`src/rtl/flappy_game_ctrl_pkg.sv`:
```
// Shared types and constants for the flappy bird game datapath.
package flappy_pkg;

  typedef enum logic [1:0] {
    IDLE = 2'd0,
    PLAY = 2'd1,
    DEAD = 2'd2
  } state_t;

  localparam int unsigned FLAP_STEP    = 70;
  localparam int unsigned GRAV_STEP    = 3;
  localparam int unsigned BIRD_Y_RESET = 380;
  localparam logic [9:0]  SCORE_MAX    = 10'd999;

  // Score increment that sticks at SCORE_MAX.
  function automatic logic [9:0] score_inc(input logic [9:0] s);
    return (s == SCORE_MAX) ? s : s + 10'd1;
  endfunction

endpackage

```
`src/rtl/flappy_game_ctrl_if.sv`:
```
// Signals between the game sequencer and the bird/pipe datapath.
interface flappy_game_ctrl_if;
  logic        btn;
  logic [11:0] bird_y;
  logic        collide;
  logic        pass;
  logic        bird_rstn;
  logic        bird_en;
  logic        bird_move;
  logic        running;
  logic [1:0]  game_state;
  logic [9:0]  score;

  // Sequencer side.
  modport master (
    input  btn, bird_y, collide, pass,
    output bird_rstn, bird_en, bird_move, running, game_state, score
  );

  // Datapath / player side.
  modport slave (
    output btn, bird_y, collide, pass,
    input  bird_rstn, bird_en, bird_move, running, game_state, score
  );
endinterface

```
`src/rtl/flappy_game_ctrl_btn_sync_edge.sv`:
```
// Synchronises an asynchronous level input and emits a registered
// single-cycle pulse on each rising edge.
module btn_sync_edge (
  input  logic clk,
  input  logic rstn,
  input  logic din,
  output logic rise
);

  logic s1, s2, s3;

  // Two-flop synchroniser, edge-history flop and registered rise pulse.
  always_ff @(posedge clk or negedge rstn) begin
    if (!rstn) begin
      s1   <= 1'b0;
      s2   <= 1'b0;
      s3   <= 1'b0;
      rise <= 1'b0;
    end else begin
      s1   <= din;
      s2   <= s1;
      s3   <= s2;
      rise <= s2 & ~s3;
    end
  end

endmodule

```
`src/rtl/flappy_game_ctrl.sv`:
```
// Game sequencer: IDLE/PLAY/DEAD state machine, gravity divider, flap
// cooldown, death hold-off and score keeping for the bird datapath.
module flappy_game_ctrl
  import flappy_pkg::*;
#(
  parameter int unsigned GRAV_DIV      = 250000,
  parameter int unsigned FLAP_COOLDOWN = 12,
  parameter int unsigned Y_CEIL        = 0,
  parameter int unsigned Y_FLOOR       = 700,
  parameter int unsigned DEAD_HOLD     = 50000000
) (
  input logic               clk,
  input logic               rstn,
  flappy_game_ctrl_if.master bus
);

  localparam int unsigned DIV_W  = $clog2(GRAV_DIV);
  localparam int unsigned COOL_W = $clog2(FLAP_COOLDOWN + 2);
  localparam int unsigned HOLD_W = $clog2(DEAD_HOLD + 2);

  localparam logic [DIV_W-1:0]  DIV_LAST  = DIV_W'(GRAV_DIV - 1);
  localparam logic [COOL_W-1:0] COOL_LOAD = COOL_W'(FLAP_COOLDOWN);
  localparam logic [HOLD_W-1:0] HOLD_MAX  = HOLD_W'(DEAD_HOLD);
  localparam logic [11:0]       FLAP_MIN  = 12'(Y_CEIL + FLAP_STEP);
  localparam logic [11:0]       FLOOR_Y   = 12'(Y_FLOOR);

  logic btn_rise;

  btn_sync_edge u_btn_sync (
    .clk  (clk),
    .rstn (rstn),
    .din  (bus.btn),
    .rise (btn_rise)
  );

  state_t            state_q, state_d;
  logic [DIV_W-1:0]  div_q, div_d;
  logic [COOL_W-1:0] cool_q, cool_d;
  logic [HOLD_W-1:0] hold_q, hold_d;
  logic [9:0]        score_q, score_d;
  logic              pend_q, pend_d;
  logic              death_q, death_d;
  logic              en_q, en_d;
  logic              move_q, move_d;
  logic              brstn_q, run_q;
  logic              wrap, flap_ok;

  // Next-state and next-output logic for the whole sequencer.
  always_comb begin
    state_d = state_q;
    div_d   = div_q;
    cool_d  = cool_q;
    hold_d  = hold_q;
    score_d = score_q;
    pend_d  = 1'b0;
    death_d = 1'b0;
    en_d    = 1'b0;
    move_d  = 1'b0;
    wrap    = (div_q == DIV_LAST);
    flap_ok = btn_rise && (cool_q == '0) && (bus.bird_y >= FLAP_MIN);

    case (state_q)
      IDLE: begin
        div_d  = '0;
        cool_d = '0;
        hold_d = '0;
        if (btn_rise) begin
          state_d = PLAY;
          score_d = '0;
        end
      end

      PLAY: begin
        div_d   = wrap ? '0 : div_q + DIV_W'(1);
        death_d = bus.collide || (bus.bird_y >= FLOOR_Y);
        if (death_q) begin
          // Death registered last cycle pre-empts flap, tick and pass.
          state_d = DEAD;
          hold_d  = '0;
        end else begin
          if (wrap && (cool_q != '0))
            cool_d = cool_q - COOL_W'(1);
          if (flap_ok) begin
            move_d = 1'b1;
            cool_d = COOL_LOAD;
          end
          // A tick colliding with a flap is parked for one cycle so the
          // generator, which favours the move, still sees it.
          if (pend_q)
            en_d = 1'b1;
          else if (wrap) begin
            if (flap_ok) pend_d = 1'b1;
            else         en_d   = 1'b1;
          end
          if (bus.pass)
            score_d = score_inc(score_q);
        end
      end

      DEAD: begin
        if (hold_q != HOLD_MAX)
          hold_d = hold_q + HOLD_W'(1);
        else if (btn_rise)
          state_d = IDLE;
      end

      default: state_d = IDLE;
    endcase
  end

  // State and registered-output flops.
  always_ff @(posedge clk or negedge rstn) begin
    if (!rstn) begin
      state_q <= IDLE;
      div_q   <= '0;
      cool_q  <= '0;
      hold_q  <= '0;
      score_q <= '0;
      pend_q  <= 1'b0;
      death_q <= 1'b0;
      en_q    <= 1'b0;
      move_q  <= 1'b0;
      brstn_q <= 1'b0;
      run_q   <= 1'b0;
    end else begin
      state_q <= state_d;
      div_q   <= div_d;
      cool_q  <= cool_d;
      hold_q  <= hold_d;
      score_q <= score_d;
      pend_q  <= pend_d;
      death_q <= death_d;
      en_q    <= en_d;
      move_q  <= move_d;
      brstn_q <= (state_d != IDLE);
      run_q   <= (state_d == PLAY);
    end
  end

  assign bus.bird_rstn  = brstn_q;
  assign bus.bird_en    = en_q;
  assign bus.bird_move  = move_q;
  assign bus.running    = run_q;
  assign bus.game_state = state_q;
  assign bus.score      = score_q;

endmodule
```
`src/flat_wrapper.sv`:
```
// flat-port wrapper written by rule: the top's interface ports become plain ports
module flappy_game_ctrl_flat import flappy_pkg::*;
#(
  parameter int unsigned GRAV_DIV      = 250000,
  parameter int unsigned FLAP_COOLDOWN = 12,
  parameter int unsigned Y_CEIL        = 0,
  parameter int unsigned Y_FLOOR       = 700,
  parameter int unsigned DEAD_HOLD     = 50000000
)
  (clk, rstn, bus_btn, bus_bird_y, bus_collide, bus_pass, bus_bird_rstn, bus_bird_en, bus_bird_move, bus_running, bus_game_state, bus_score);
  flappy_game_ctrl_if bus_i ();
  input logic clk;
  input logic rstn;
  input wire logic [$bits(bus_i.btn)-1:0] bus_btn;
  input wire logic [$bits(bus_i.bird_y)-1:0] bus_bird_y;
  input wire logic [$bits(bus_i.collide)-1:0] bus_collide;
  input wire logic [$bits(bus_i.pass)-1:0] bus_pass;
  output wire logic [$bits(bus_i.bird_rstn)-1:0] bus_bird_rstn;
  output wire logic [$bits(bus_i.bird_en)-1:0] bus_bird_en;
  output wire logic [$bits(bus_i.bird_move)-1:0] bus_bird_move;
  output wire logic [$bits(bus_i.running)-1:0] bus_running;
  output wire logic [$bits(bus_i.game_state)-1:0] bus_game_state;
  output wire logic [$bits(bus_i.score)-1:0] bus_score;
  assign bus_i.btn = bus_btn;
  assign bus_i.bird_y = bus_bird_y;
  assign bus_i.collide = bus_collide;
  assign bus_i.pass = bus_pass;
  assign bus_bird_rstn = bus_i.bird_rstn;
  assign bus_bird_en = bus_i.bird_en;
  assign bus_bird_move = bus_i.bird_move;
  assign bus_running = bus_i.running;
  assign bus_game_state = bus_i.game_state;
  assign bus_score = bus_i.score;
  flappy_game_ctrl #(.GRAV_DIV(GRAV_DIV), .FLAP_COOLDOWN(FLAP_COOLDOWN), .Y_CEIL(Y_CEIL), .Y_FLOOR(Y_FLOOR), .DEAD_HOLD(DEAD_HOLD)) u_core (.clk(clk), .rstn(rstn), .bus(bus_i));
endmodule
```
`config.mk`:
```
export PLATFORM = sky130hd
export DESIGN_NAME = flappy_game_ctrl_flat
export DESIGN_NICKNAME = d
export VERILOG_FILES = /design/src/rtl/flappy_game_ctrl_pkg.sv /design/src/rtl/flappy_game_ctrl_if.sv /design/src/rtl/flappy_game_ctrl_btn_sync_edge.sv /design/src/rtl/flappy_game_ctrl.sv /design/src/flat_wrapper.sv
export SDC_FILE = /design/constraint.sdc
export NUM_CORES = 1
export LEC_CHECK = 0
export CAP_MARGIN = 25
export CORE_MARGIN = 5
export CORE_UTILIZATION = 64
export CTS_BUF_LIST = sky130_fd_sc_hd__clkbuf_8
export DETAILED_ROUTE_END_ITERATION = 10
export PLACE_DENSITY = 0.87
export REMOVE_ABC_BUFFERS = 1
export SYNTH_ARGS = -nofsm -noshare
export SYNTH_HDL_FRONTEND = slang
export SYNTH_SLANG_ARGS = --single-unit
```
`constraint.sdc`:
```
create_clock -name clk -period 5 [get_ports clk]
set_input_delay 1.25 -clock clk [delete_from_list [all_inputs] [get_ports clk]]
set_output_delay 1.25 -clock clk [all_outputs]
set_load 0.1 [all_outputs]
```
==> run summary <==
Synth Flop Type: dfrtp_1
Post CTS Setup Buffer Count: 0
port bufs: 31
minimum clock period: 3.45 ns
Max-Cap Viols: 0
final layout net count: 455
Top Ports: 33
area grow syn2layout: 15.1%
# clock sinks: 70
vias in the first global route: 3096
Crit. End Element: primary output
Pwr Density: 393 nW/um^2
sequential-to-total area share from yosys stat: 46.6%
asr flop ratio synth: 100%
first-pass GRT wire length: 14800 um
status: finished, final reports clean
clock root buffer: clkbuf_8
height of the die: 86.7 um
Avg Inst Size Synth: 9.38 sq um
total CTS buffers: 9
wire per inst: 16.5 um
Distinct cells, synth: 60
Final Skew: 0.00662 ns
DR DRC count: 0
largest net degree at the start of global routing: 46
# setup viols final: 0
fin crit share: 68.9%
die area: 7510 sq um
Reg clk slew, reported paths: 0.07 ns
number of enable flip-flop cells after synthesis: 0
Clock Path Buffers: 2
setup TNS: 0 ns
placer congestion estimate: 0.866
worst path arrival time: 2.20 ns
VDD IR max: 0.000282 V
Post-Syn Area: 3760 sq um
layout cells sized above 1: 7.32%
Synth Instances: 401
core area: 5820 sq um
Fillers: 413
max-slew violations: 0
Detailed Routing Iterations Pass 1: 4
Chip Width: 86.7 um
Total GRT Usage: 25.0%
cell row count: 28
via count: 3169
CP max FO: 12
post-detail-place hpwl: 5590 um
Reg area: 1750 sq um
delay-heaviest family, CP: buffers and inverters
yosys warns: 0
Max Clk Rate: 290 MHz
global route total overflow: 0
post-CTS resize count: 0
Hold Fails Final Rpt: 0
worst slew pin tran: 0.988 ns
CP Launch Type: flip-flop
Worst-Skew Late Latency: 0.34 ns
synth top area cells: dfrtp_1, xnor2_1, nor2_1
worst hold path class: flip-flop to flip-flop
CTS tree: yes
Synth Register Bits: 70
fin area: 4330 sq um
Ant. Diodes: 0
hold_buf cts: 0
Slew HR: 33.9%
cell taking the most area after synthesis: dfrtp_1
unrepaired setup endpoints after global routing: false
crit-path cells: clkdlybuf4s50_1
initial antenna violation count: 0
Buf/Inv on CP: 1
H-Tree Depth: 3
Initial Util: 64.7%
CP Data Required Time: 3.75 ns
Synth top area share: 46.6%
DP Area: 4110 sq um
synth cell count leaders: dfrtp_1, nor2_1, nand2_1
most frequent cell after synthesis: dfrtp_1
drt total wl: 8470 um
slowest stage delay, CP: 1.23 ns
routed vias/inst: 6.19
Leak Pwr: 0.00172 uW
DRT iter0 DRCs: 205
multi-input logic area: 1850 sq um
Final ANT Viol Nets: 0
Crit-path slowest cell: clkdlybuf4s50_1
Pwr Total: 1700 uW
Setup CP Type: flip-flop to primary output
R2R Setup Slk: 2.74 ns
## registers in the layout, indices dropped and copies added (netlist names), 2 cells and up
signal / count
u_core.cool_q: 4
u_core.hold_q: 26
u_core.bus.game_state: 2
u_core.div_q: 18
u_core.bus.score: 10
## layout by cell type (no fill, tap or decap), types with 9 or more instances in the layout
cell,Yosys,layout
clkdlybuf4s50_1,0,30
nor3_1,15,15
inv_1,22,23
xnor2_1,20,20
clkbuf_8,0,12
nand3_1,24,24
nor4_1,9,9
a31oi_1,12,12
o21ai_0,9,9
nand4_1,10,10
a21oi_1,24,24
nand2_1,33,33
nor2_1,36,36
dfrtp_1,70,70
## power breakdown
part	total [uW]	leakage (uW)	switching, uW	internal, uW
Clock	424	0.0000996	207	217
Combinational	600	0.000660	424	176
Sequential	677	0.000958	64.6	613
Total	1700	0.00172	695	1010
## metal layers
metal  vias up  track usage (%)  wire length (um)  share of wire (%)
li1       1515                -                 -                  -
met3        17             4.18               321                3.8
met2        92             40.3              4200                 50
met1      1545             32.9              3740                 44
met5         -                0                 0                  0
met4         0             12.0               206                2.4
## through the flow
step | setup WS [ns] | hold slack [ns] | instances | util (%)
after floorplan | 2.22 | 0.331 | 385 | -
after global placement | 1.84 | 0.335 | 493 | 70.5
after detailed placement | 1.81 | 0.343 | 494 | 70.6
after CTS | 1.55 | 0.358 | 510 | 73.8
after global routing | 1.47 | 0.365 | 512 | 74.4
final | 1.55 | 0.357 | 512 | 74.4
## cell families (layout without fill, tap and decap cells)
group                      Yosys count  in the layout  synth area share (%)
and+or+nand+nor                    176            176                  25.7
xor gates and xnor gates            26             26                  6.05
buffers and inverters               39             75                  4.26
muxes                                7              7                  2.06
AOI/OAI and AO/OA                   77             77                  13.4
adders and majority gates            6              6                  2.00
DFF                                 70             70                  46.6
## cell type report
class                           count  area share, %
Clock inverter                      4          0.491
Clock buffer                       12           3.82
Tap cell                           75           2.17
Timing Repair Buffer               36           8.33
Inverter                           23           1.99
Sequential cell                    70           40.5
Multi-Input combinational cell    292           42.7
## worst paths after layout
path,start,to,cells past startpoint
max,u_core.bus.game_state[0],bus_game_state[0],1
min,u_core.u_btn_sync.s1,u_core.u_btn_sync.s2,0
max in group asynchronous,rstn,u_core.hold_q[3],3
min reg2reg,u_core.u_btn_sync.s1,u_core.u_btn_sync.s2,0
min in group asynchronous,rstn,u_core.div_q[6],1
max reg2reg,u_core.bus.game_state[1],u_core.hold_q[21],5
Note: power is estimated with default switching activity, not from simulation.
